`src/rtl/multicycle_control_unit.sv`:
```
// Multicycle controller for the accumulator CPU: FETCH/EXEC/WAIT sequencing, program counter and opcode decode.
// Optional feature macro CU_BRANCH_EN enables BEQ/BNE/JMP; without it those opcodes decode as illegal NOPs.
module multicycle_control_unit #(
    parameter int NB_ADDR       = 11,
    parameter int NB_OPCODE     = 5,
    parameter int NB_SELECTOR_A = 2,
    parameter int RD_LATENCY    = 1
) (
    input  logic                     i_clock,
    input  logic                     i_reset,
    input  logic                     i_start,
    input  logic [NB_OPCODE-1:0]     i_opcode,
    input  logic [NB_ADDR-1:0]       i_operand,
    input  logic                     i_acc_zero,
    output logic [NB_ADDR-1:0]       o_address,
    output logic [NB_SELECTOR_A-1:0] o_sel_a,
    output logic                     o_sel_b,
    output logic                     o_enb_acc,
    output logic                     o_operation,
    output logic                     o_wr_enb_ram,
    output logic                     o_rd_enb_ram,
    output logic                     o_busy,
    output logic                     o_halted,
    output logic                     o_illegal
);

    localparam logic [NB_OPCODE-1:0] OP_HLT  = NB_OPCODE'(0);
    localparam logic [NB_OPCODE-1:0] OP_STO  = NB_OPCODE'(1);
    localparam logic [NB_OPCODE-1:0] OP_LD   = NB_OPCODE'(2);
    localparam logic [NB_OPCODE-1:0] OP_LDI  = NB_OPCODE'(3);
    localparam logic [NB_OPCODE-1:0] OP_ADD  = NB_OPCODE'(4);
    localparam logic [NB_OPCODE-1:0] OP_ADDI = NB_OPCODE'(5);
    localparam logic [NB_OPCODE-1:0] OP_SUB  = NB_OPCODE'(6);
    localparam logic [NB_OPCODE-1:0] OP_SUBI = NB_OPCODE'(7);
`ifdef CU_BRANCH_EN
    localparam logic [NB_OPCODE-1:0] OP_BEQ  = NB_OPCODE'(8);
    localparam logic [NB_OPCODE-1:0] OP_BNE  = NB_OPCODE'(9);
    localparam logic [NB_OPCODE-1:0] OP_JMP  = NB_OPCODE'(10);
`endif

    localparam logic [NB_SELECTOR_A-1:0] SEL_RAM = NB_SELECTOR_A'(0);
    localparam logic [NB_SELECTOR_A-1:0] SEL_IMM = NB_SELECTOR_A'(1);
    localparam logic [NB_SELECTOR_A-1:0] SEL_ALU = NB_SELECTOR_A'(2);

    localparam bit         HAS_WAIT  = (RD_LATENCY > 0);
    localparam logic [2:0] WAIT_LOAD = (RD_LATENCY > 0) ? 3'(RD_LATENCY - 1) : 3'd0;

    typedef enum logic [2:0] {
        ST_IDLE,
        ST_FETCH,
        ST_EXEC,
        ST_WAIT,
        ST_HALT
    } state_t;

    state_t                     state_q, state_d;
    logic [NB_ADDR-1:0]         pc_q, pc_d;
    logic [2:0]                 wait_cnt_q, wait_cnt_d;
    logic [NB_SELECTOR_A-1:0]   sel_a_q, sel_a_d;
    logic                       sel_b_q, sel_b_d;
    logic                       sub_q, sub_d;

    logic                       dec_rd;
    logic                       dec_wr;
    logic                       dec_acc;
    logic                       dec_halt;
    logic                       dec_illegal;
    logic [NB_SELECTOR_A-1:0]   dec_sel_a;
    logic                       dec_sel_b;
    logic                       dec_sub;

    logic [NB_ADDR-1:0]         pc_inc;
    logic [NB_ADDR-1:0]         exec_target;
    logic                       in_exec;
    logic                       in_wait;
    logic                       last_wait;

`ifdef CU_BRANCH_EN
    logic                       br_taken;
`else
    logic                       unused_branch_inputs;
    assign unused_branch_inputs = ^{i_acc_zero, i_operand};
`endif

    always_comb begin
        dec_rd      = 1'b0;
        dec_wr      = 1'b0;
        dec_acc     = 1'b0;
        dec_halt    = 1'b0;
        dec_illegal = 1'b0;
        dec_sel_a   = SEL_RAM;
        dec_sel_b   = 1'b0;
        dec_sub     = 1'b0;
`ifdef CU_BRANCH_EN
        br_taken    = 1'b0;
`endif
        case (i_opcode)
            OP_HLT:  dec_halt = 1'b1;
            OP_STO:  dec_wr = 1'b1;
            OP_LD: begin
                dec_rd    = 1'b1;
                dec_acc   = 1'b1;
                dec_sel_a = SEL_RAM;
            end
            OP_LDI: begin
                dec_acc   = 1'b1;
                dec_sel_a = SEL_IMM;
            end
            OP_ADD: begin
                dec_rd    = 1'b1;
                dec_acc   = 1'b1;
                dec_sel_a = SEL_ALU;
            end
            OP_ADDI: begin
                dec_acc   = 1'b1;
                dec_sel_a = SEL_ALU;
                dec_sel_b = 1'b1;
            end
            OP_SUB: begin
                dec_rd    = 1'b1;
                dec_acc   = 1'b1;
                dec_sel_a = SEL_ALU;
                dec_sub   = 1'b1;
            end
            OP_SUBI: begin
                dec_acc   = 1'b1;
                dec_sel_a = SEL_ALU;
                dec_sel_b = 1'b1;
                dec_sub   = 1'b1;
            end
`ifdef CU_BRANCH_EN
            OP_BEQ:  br_taken = i_acc_zero;
            OP_BNE:  br_taken = !i_acc_zero;
            OP_JMP:  br_taken = 1'b1;
`endif
            default: dec_illegal = 1'b1;
        endcase
    end

    assign pc_inc = pc_q + NB_ADDR'(1);
`ifdef CU_BRANCH_EN
    assign exec_target = br_taken ? i_operand : pc_inc;
`else
    assign exec_target = pc_inc;
`endif

    // The PC only moves on the final cycle of an instruction; RAM reads defer it to the last WAIT cycle.
    always_comb begin
        state_d    = state_q;
        pc_d       = pc_q;
        wait_cnt_d = wait_cnt_q;
        sel_a_d    = sel_a_q;
        sel_b_d    = sel_b_q;
        sub_d      = sub_q;
        case (state_q)
            ST_IDLE: begin
                if (i_start) state_d = ST_FETCH;
            end
            ST_FETCH: state_d = ST_EXEC;
            ST_EXEC: begin
                sel_a_d = dec_sel_a;
                sel_b_d = dec_sel_b;
                sub_d   = dec_sub;
                if (dec_halt) begin
                    state_d = ST_HALT;
                end else if (dec_rd && HAS_WAIT) begin
                    state_d    = ST_WAIT;
                    wait_cnt_d = WAIT_LOAD;
                end else begin
                    state_d = ST_FETCH;
                    pc_d    = exec_target;
                end
            end
            ST_WAIT: begin
                if (wait_cnt_q == 3'd0) begin
                    state_d = ST_FETCH;
                    pc_d    = pc_inc;
                end else begin
                    wait_cnt_d = wait_cnt_q - 3'd1;
                end
            end
            ST_HALT: begin
                if (i_start) begin
                    state_d = ST_FETCH;
                    pc_d    = '0;
                end
            end
            default: state_d = ST_IDLE;
        endcase
    end

    always_ff @(posedge i_clock or negedge i_reset) begin
        if (!i_reset) begin
            state_q    <= ST_IDLE;
            pc_q       <= '0;
            wait_cnt_q <= 3'd0;
            sel_a_q    <= SEL_RAM;
            sel_b_q    <= 1'b0;
            sub_q      <= 1'b0;
        end else begin
            state_q    <= state_d;
            pc_q       <= pc_d;
            wait_cnt_q <= wait_cnt_d;
            sel_a_q    <= sel_a_d;
            sel_b_q    <= sel_b_d;
            sub_q      <= sub_d;
        end
    end

    assign in_exec   = (state_q == ST_EXEC);
    assign in_wait   = (state_q == ST_WAIT);
    assign last_wait = in_wait && (wait_cnt_q == 3'd0);

    // Operand selects come straight from decode in EXEC and from the captured copy while waiting on RAM.
    assign o_address    = pc_q;
    assign o_busy       = (state_q == ST_FETCH) || in_exec || in_wait;
    assign o_halted     = (state_q == ST_HALT);
    assign o_rd_enb_ram = in_exec && dec_rd;
    assign o_wr_enb_ram = in_exec && dec_wr;
    assign o_illegal    = in_exec && dec_illegal;
    assign o_enb_acc    = (in_exec && dec_acc && !(dec_rd && HAS_WAIT)) || last_wait;
    assign o_sel_a      = in_exec ? dec_sel_a : (in_wait ? sel_a_q : SEL_RAM);
    assign o_sel_b      = in_exec ? dec_sel_b : (in_wait && sel_b_q);
    assign o_operation  = in_exec ? dec_sub : (in_wait && sub_q);

endmodule

```
`config.mk`:
```
export PLATFORM = sky130hd
export DESIGN_NAME = multicycle_control_unit
export DESIGN_NICKNAME = d
export VERILOG_FILES = /design/src/rtl/multicycle_control_unit.sv
export SDC_FILE = /design/constraint.sdc
export NUM_CORES = 1
export LEC_CHECK = 0
export BUFFER_PORTS_ARGS = -buffer_cell sky130_fd_sc_hd__buf_2
export CAP_MARGIN = 5
export CORE_MARGIN = 2
export CORE_UTILIZATION = 45
export DETAILED_ROUTE_END_ITERATION = 12
export GPL_TIMING_DRIVEN = 1
export PLACE_DENSITY = 0.8
export SYNTH_ARGS = -nofsm -noshare
export SYNTH_HDL_FRONTEND = slang
export SYNTH_SLANG_ARGS = --single-unit
```
`constraint.sdc`:
```
create_clock -name i_clock -period 1.89 [get_ports i_clock]
set_input_delay 0 -clock i_clock [delete_from_list [all_inputs] [get_ports i_clock]]
set_output_delay 0 -clock i_clock [all_outputs]
set_load 0.01 [all_outputs]
```
# ---- Word-level counts from Yosys, hierarchy flattened
# Index checks and enable logic that the tools add are counted.
dict set report classes {
  n_addsub 2
  multipliers 0
  div 0
  order_cmp 0
  eq_ne 18
  n_shift 0
  muxes 26
  bitwise_logic 0
  reduce_logical 27
}
# op n
set op_table {}
lappend op_table {{$mux W11} 4}
lappend op_table {{$pmux W11 S3} 1}
lappend op_table {{$eq A5 B3 Y1 const B} 4}
lappend op_table {{$mux W3} 6}
lappend op_table {{$pmux W3 S4} 1}
lappend op_table {{$add A11 B1 Y11 const B} 1}
lappend op_table {{$eq A5 B2 Y1 const B} 2}
lappend op_table {{$ne A2 B2 Y1 const B} 5}
lappend op_table {{$mux W1} 9}
lappend op_table {{$logic_and A1 B1 Y1} 8}
lappend op_table {{$reduce_or A8 Y1} 1}
lappend op_table {{$eq A3 B2 Y1 const B} 2}
lappend op_table {{$logic_not A3 Y1} 2}
lappend op_table {{$mux W2} 3}
lappend op_table {{$pmux W3 S2} 1}
lappend op_table {{$reduce_or A2 Y1} 3}
lappend op_table {{$reduce_or A6 Y1} 1}
lappend op_table {{$eq A5 B1 Y1 const B} 1}
lappend op_table {{$logic_not A5 Y1} 1}
lappend op_table {{$reduce_and A5 Y1} 1}
lappend op_table {{$ne A2 B1 Y1 const B} 2}
lappend op_table {{$pmux W2 S2} 1}
lappend op_table {{$reduce_and A4 Y1} 1}
lappend op_table {{$reduce_or A4 Y1} 1}
lappend op_table {{other kinds (9)} 11}
dict set report totals {
  regBits 21
  latchBits 0
  ram_bits 0
  mem_bits_ro 0
  inputBits 20
  output_inout_bits 21
  elab_cells 79
  mem_count 0
}

# ---- Depth between registers and ports, before layout
# Gate-level depths: netlist (run 1).
dict set report logic_depth {
  word_depth 6
  depth_mapped 8
  ltp_nobuf 7
}

# ---- Worst setup path before layout (run 1)
# No wires, ideal clock.
dict set report synth_timing {
  path_type {reg2reg}
  startpoint {register wait_cnt_q[0]}
  endpoint {register pc_q[5], in the netlist o_address[5]}
  setup_time_ns 0.110
  arrival_ns 1.589
  slack_ns 0.191
  stages_incl_launch_ff 9
  path_buffers 1
  path_cell_list {dfrtp_1 > inv_1 > ha_1 > ha_1 > or2b_2 > a31oi_4 > buf_6 > o21ai_0 > o41ai_1}
}
dict set report synth_via {
  elab_chain_len 3
}
# item line
set synth_lines {}
lappend synth_lines {{from (decl)} 58} ;# logic [2:0] wait_cnt_q, wait_cnt_d;
lappend synth_lines {{from (signal assigned)} 203} ;# wait_cnt_q <= wait_cnt_d;
lappend synth_lines {{$logic_not A3 Y1} 175} ;# if (wait_cnt_q == 3'd0) begin
lappend synth_lines {{$ne A2 B1 Y1 (no line)} --}
lappend synth_lines {{$reduce_and A5 Y1 (no line)} --}
lappend synth_lines {{to (signal assigned)} 202} ;# pc_q <= pc_d;
lappend synth_lines {{to (decl)} 57} ;# logic [NB_ADDR-1:0] pc_q, pc_d;
# No other way between the ends.
# A chain may end at the register's enable or synchronous reset.

# ---- Final worst setup path (run 1)
dict set report layout_timing {
  startpoint {register wait_cnt_q[1]}
  endpoint {register pc_q[10], in the netlist o_address[10]}
}
# Same word-level chain as after synthesis.

==> metrics.md, run 1 <==
| Metric | Value |
|---|---|
| Slew Viols, Final | `0` |
| Initial Util | `0.477` |
| Clock skew | `1.44 ps` |
| Final hold violations | `0` |
| Port Buffers | `28` |
| Largest area contributor in the synthesized netlist | `dfrtp_1` |
| Die span in x | `55.5 µm` |
| Drt via density | `5.54` |
| Ranking of synthesized cells by area | `dfrtp_1 44%, nand2_1 6.6%, o21ai_0 5.5%` |
| Arrival @ worst endpoint | `2080 ps` |
| Vias in the first global route | `1081` |
| Die area | `3080 µm²` |
| Avg WL per Cell | `14.0 µm` |
| GRT Total Usage | `0.192` |
| Min Tclk post-route | `1830 ps` |
| # H-tree levels | `1` |
| CTS max path bufs | `2` |
| Post-synth EDFFs | `0` |
| Hold Path Class | `input pin to flop` |
| Clk Tree Root Cell | `clkbuf_4` |
| #FFs+latches synth | `21` |
| Cell leakage power | `0.739 nW` |
| Mapped Cells | `130` |
| Synth Flop Type | `dfrtp_1` |
| Normalized max-slew margin | `0.676` |
| Routability congestion estimate | `0.816` |
| Largest net degree at the start of global routing | `22` |
| Antenna-violating nets left | `0` |
| Total power | `0.00201 W` |
| Fin nets | `198` |
| Status | `complete, no violations` |
| Worst slew pin tran | `486 ps` |
| Clock Sinks | `21` |
| Placed instance area | `1420 µm²` |
| CTS buffer count | `3` |
| Post-synthesis xor/xnor area fraction | `0` |
| CTS tree | `yes` |
| Post-Synth Adder-Cell Area | `0.0314` |
| Syn Nets | `153` |
| Netlist cell types | `42` |
| Final setup violation count | `0` |
| Vias | `1130` |
| Largest family of logic cells by synthesized area | `simple AND/OR/NAND/NOR gates` |
| Initial antenna violation count | `0` |
| Multiplexer share of the synthesized area | `0.00839` |
| CP Class | `flop to flop` |
| Hold Path Depth | `4` |
| DP HPWL | `2070 µm` |
| Fmax | `546 MHz` |
| Die height | `55.5 µm` |
| Initial DRC Count | `42` |
| Required time of the worst setup path | `2140 ps` |
| R2R cell count | `8` |
| Post-route DRC violation count | `0` |
| Fraction of layout cells with a size suffix above 1 | `0.362` |
| Synth Area in Simple Gates | `0.257` |
| Final core occ | `0.619` |
| CP Capture Type | `flop` |
| TNS Setup | `0 ps` |
| Post-synthesis sequential area ratio | `0.440` |
| Core ar. | `2500 µm²` |
| Async set-reset flop share out of synthesis | `1.00` |
| Final instance area | `1550 µm²` |
| TritonRoute pass-1 iters | `4` |
| Post-synthesis average cell area | `9.18 µm²` |
| Max-cap viol count | `0` |
| # diodes | `0` |
| Final worst-path cycle share | `0.969` |
| Area grow syn2layout | `29.6%` |
| Worst hold margin | `59.0 ps` |
| CP Launch Type | `flop` |
| Clk_lat worst skew | `310 ps` |
| VDD IR max | `0.799 mV` |
| Routed wire length | `2870 µm` |
| Compound-Gate Fraction of Synth Area | `0.234` |
| Crit-path max FO | `5` |
| Grt ovf | `0` |
| Synth top area share | `0.440` |
| Pwr Density | `1300 nW/µm²` |
| Ys Warns | `0` |
| I/O Pins | `41` |
| First-pass GRT wire length | `4810 µm` |
| Site Rows | `18` |
| Mapped cell area | `1190 µm²` |
| Clock slew seen by the registers of the worst setup and hold paths | `120 ps` |
==> logic make-up after synthesis <==
kind of cell	count (synthesis)
and+or+nand+nor	58
AOI/OAI and AO/OA	40
DFF	21
buffers and inverters	7
adders and majority gates	3
muxes	1
==> final timing paths <==
check                                end          start  slack (ps)
min reg2reg                   sel_a_q[1]     sel_a_q[1]         490
max                        o_address[10]  wait_cnt_q[1]          60
min in group asynchronous   o_address[4]        i_reset         170
max reg2reg                o_address[10]  wait_cnt_q[1]          60
max in group asynchronous     state_q[0]        i_reset        1370
min                           state_q[2]    i_opcode[4]          60
==> where the power goes <==
part | switching, W | internal [W]
combinational | 0.000559 | 0.000518
clock | 0.000139 | 0.0000825
sequential | 0.000124 | 0.000583
total | 0.000822 | 0.00118
==> cells in the final DEF, fill, tap and decap left out, drive strengths merged, types with 3 or more instances in the layout <==
| master | synthesis | final |
|---|---|---|
| nand2b | 3 | 3 |
| nand3 | 4 | 4 |
| dfrtp | 21 | 21 |
| o31ai | 3 | 3 |
| ha | 3 | 3 |
| o21ai | 15 | 15 |
| dlygate4sd3 | 0 | 4 |
| nor2 | 11 | 11 |
| clkbuf | 1 | 4 |
| a21oi | 6 | 6 |
| a21o | 3 | 3 |
| buf | 2 | 39 |
| nand2 | 21 | 21 |
| inv | 4 | 4 |
==> layout make-up <==
cell class              instances  area, µm²
inverters                       4       15.0
well taps                      30       37.5
clock buffers                   4       26.3
repair buffers                 43        267
multi-input cells             102        674
flip-flops and latches         21        527
fillers                       231        953
==> layer usage <==
layer,global-route usage,part of all wire,wire [µm]
met5,0,0,0
met4,0.0418,0.0070,20
met3,0.0585,0.047,135
met2,0.332,0.51,1460
met1,0.235,0.44,1250
==> cell usage after synthesis, types with 2 or more instances <==
cell type,count
nor2_1,11
o2bb2ai_1,2
nand3_1,4
nand2_1,21
a21oi_1,6
dfrtp_1,21
o21ai_2,2
a21o_1,3
or3_2,2
ha_1,3
o31ai_1,3
or2_2,2
nor3b_1,2
o21ai_0,13
and3_1,2
a32o_1,2
nand2b_1,3
inv_1,4
==> sequential cells by signal (all words and copies together), names as in the netlist <==
name / count
o_address: 11
sub_q: 1
sel_b_q: 1
wait_cnt_q: 3
sel_a_q: 2
state_q: 3
==> per-stage QoR <==
stage | cells | worst slack, ps
2_1_floorplan | 130 | 191
3_3_place_gp | 194 | 82.2
3_5_place_dp | 194 | 48.6
4_1_cts | 202 | 17.9
5_1_grt | 204 | -12.8
6_report | 204 | 57.8
==> repair_timing <==
action	4_1_cts	5_1_grt
hold buffers	4	0
gates resized for setup	2	9
setup endpoints to repair	1	7
endpoints found under the hold margin	26	0
setup buffers	0	2
pin swaps	0	4
==> critical path, cell delays in order, from the launching register on <==
cell and delay [ps]:
dfrtp_1 400, inv_1 60, ha_2 190, ha_4 140, or2b_4 120, a31oi_4 100, buf_6 140, or4_4 510
a21oi_2 120
(Power assumes the default switching activity.)
==> inputs of run 2 (changes only) <==
--- a/config.mk
+++ b/config.mk
@@ -12,6 +12,7 @@
 export DETAILED_ROUTE_END_ITERATION = 12
 export GPL_TIMING_DRIVEN = 1
 export PLACE_DENSITY = 0.8
+export SETUP_SLACK_MARGIN = 0.3
 export SYNTH_ARGS = -nofsm -noshare
 export SYNTH_HDL_FRONTEND = slang
 export SYNTH_SLANG_ARGS = --single-unit
==> metrics.md, run 2 (synthesis gave the netlist of run 1 again) <==
| Metric | Value |
|---|---|
| Status | `complete, no violations` |
| Crit-path max FO | `8` |
| CTS max path bufs | `2` |
| VDD IR max | `0.893 mV` |
| Normalized max-slew margin | `0.683` |
| Vias in the first global route | `1123` |
| Fmax | `586 MHz` |
| P_sw | `0.000965 W` |
| Hold Path Class | `input pin to flop` |
| Initial antenna violation count | `0` |
| Reg2reg setup slack | `180 ps` |
| Initial DRC Count | `25` |
| Avg WL per Cell | `15.8 µm` |
| Routability congestion estimate | `0.763` |
| Final hold violations | `0` |
| Slew Viols, Final | `0` |
| DP HPWL | `2050 µm` |
| Die area | `3080 µm²` |
| Antenna-violating nets left | `0` |
| Hold Path Depth | `3` |
| Required time of the worst setup path | `2150 ps` |
| Site Rows | `18` |
| GRT Total Usage | `0.196` |
| Crit path from | `state_q[0]` |
| Clk Tree Root Cell | `clkbuf_4` |
| Routed wire length | `3270 µm` |
| CTS tree | `yes` |
| Final setup violation count | `0` |
| Sequential share of power | `0.324` |
| Comb power frac | `0.575` |
| Worst Hold Launch | `i_opcode[1]` |
| Clk_lat worst skew | `310 ps` |
| Max-cap viol count | `0` |
| Cell leakage power | `0.781 nW` |
| TritonRoute pass-1 iters | `5` |
| R2R cell count | `6` |
| Die span in x | `55.5 µm` |
| Commonest non-fill, non-tap cell in the layout | `buf_2` |
| Placed instance area | `1380 µm²` |
| Worst slew pin tran | `476 ps` |
| Post-route DRC violation count | `0` |
| Clock slew seen by the registers of the worst setup and hold paths | `130 ps` |
| # H-tree levels | `1` |
| Fin nets | `201` |
| Area grow syn2layout | `41.8%` |
| I/O Pins | `41` |
| CP Class | `flop to flop` |
| Core ar. | `2500 µm²` |
| Pwr Density | `1320 nW/µm²` |
| Min Tclk post-route | `1710 ps` |
| Drt via density | `5.88` |
| CP Launch Type | `flop` |
| Arrival @ worst endpoint | `1960 ps` |
| CTS buffer count | `3` |
| First-pass GRT wire length | `4920 µm` |
| Internal power | `0.00127 W` |
| Largest net degree at the start of global routing | `22` |
| Fin cells | `207` |
| RSZ-0062 raised after global routing | `true` |
| Clock skew | `7.90 ps` |
| Clock power share | `0.101` |
| Vias | `1218` |
| Max reg flops | `11` |
| Dpl cells | `187` |
| Port Buffers | `28` |
| Most frequent cells in the layout | `27 x buf_2, 20 x dfrtp_1, 18 x nand2_1` |
| Worst r2r src | `state_q[0]` |
| Die height | `55.5 µm` |
| TNS Setup | `0 ps` |
| Final instance area | `1690 µm²` |
| Final worst-path cycle share | `0.903` |
| Switching part of the total power | `0.431` |
| # diodes | `0` |
| Initial Util | `0.477` |
| Grt ovf | `0` |
| Clock Sinks | `21` |
| CP Capture Type | `flop` |
| Fraction of layout cells with a size suffix above 1 | `0.480` |
[run 2: changes by cell type in the layout (fill, tap and decap cells not counted), sizes merged]
| cell | change |
|---|---|
| clkinv | +1 |
| clkbuf | -1 |
| dlygate4sd3 | -1 |
| a31oi | +1 |
| buf | +3 |
[run 2: power by group through the flow]
| stage | registers [W] | logic [W] | clock network, W |
|---|---|---|---|
| after floorplan | 0.000717 | 0.000627 | 0 |
| after global placement | 0.000703 | 0.000855 | 0 |
| after detailed placement | 0.000719 | 0.000894 | 0 |
| after CTS | 0.000709 | 0.00102 | 0.000238 |
| after global routing | 0.000742 | 0.00141 | 0.000251 |
| final | 0.000725 | 0.00129 | 0.000226 |
[run 2: stage by stage]
stage / utilization / hold slack (ps) / total power [W] / worst slack (ps)
after floorplan: - / -296 / 0.00134 / 316
after global placement: 0.554 / -14.9 / 0.00156 / 156
after detailed placement: 0.554 / -12.4 / 0.00161 / 113
after CTS: 0.611 / 2.52 / 0.00197 / 158
after global routing: 0.677 / 24.1 / 0.00240 / 123
final: 0.677 / 19.2 / 0.00224 / 184
[run 2: repair_timing]
action                                  4_1_cts  5_1_grt
buffers inserted                              3        9
endpoints found under the setup margin       17       22
resized for setup                            13       28
hold endpoints to repair                     25        0
cloned                                        1        0
pin swaps                                     6       14
hold buffers                                  3        0
[run 2: worst max-delay path: stages (launching register included)]
cell     delay (ps)
dfrtp_1         430
buf_6           160
buf_12          120
or2b_4          240
a31oi_4         150
or4_4           440
a21oi_2         120
[run 2: path summary, 6_finish.rpt]
kind,to
worst max-delay path,o_address[10]
worst min-delay path,sub_q
worst max register to register,o_address[10]
worst min register to register,sub_q
max in group asynchronous,state_q[2]
min in group asynchronous,o_address[4]
[run 2: area by class of cell]
class                   instances  area (µm²)
clock inverters                 1        5.00
fillers                       206         807
clock buffers                   3        22.5
inverters                       4        15.0
repair buffers                 45         302
flip-flops and latches         21         527
multi-input cells             103         785
well taps                      30        37.5
[run 2: layer usage]
layer | wire length (µm) | vias to the layer above | global-route usage
met5 | 0 | - | 0
met4 | 63 | 0 | 0.0557
met3 | 181 | 8 | 0.0422
met2 | 1720 | 49 | 0.354
met1 | 1310 | 592 | 0.231
li1 | - | 569 | -
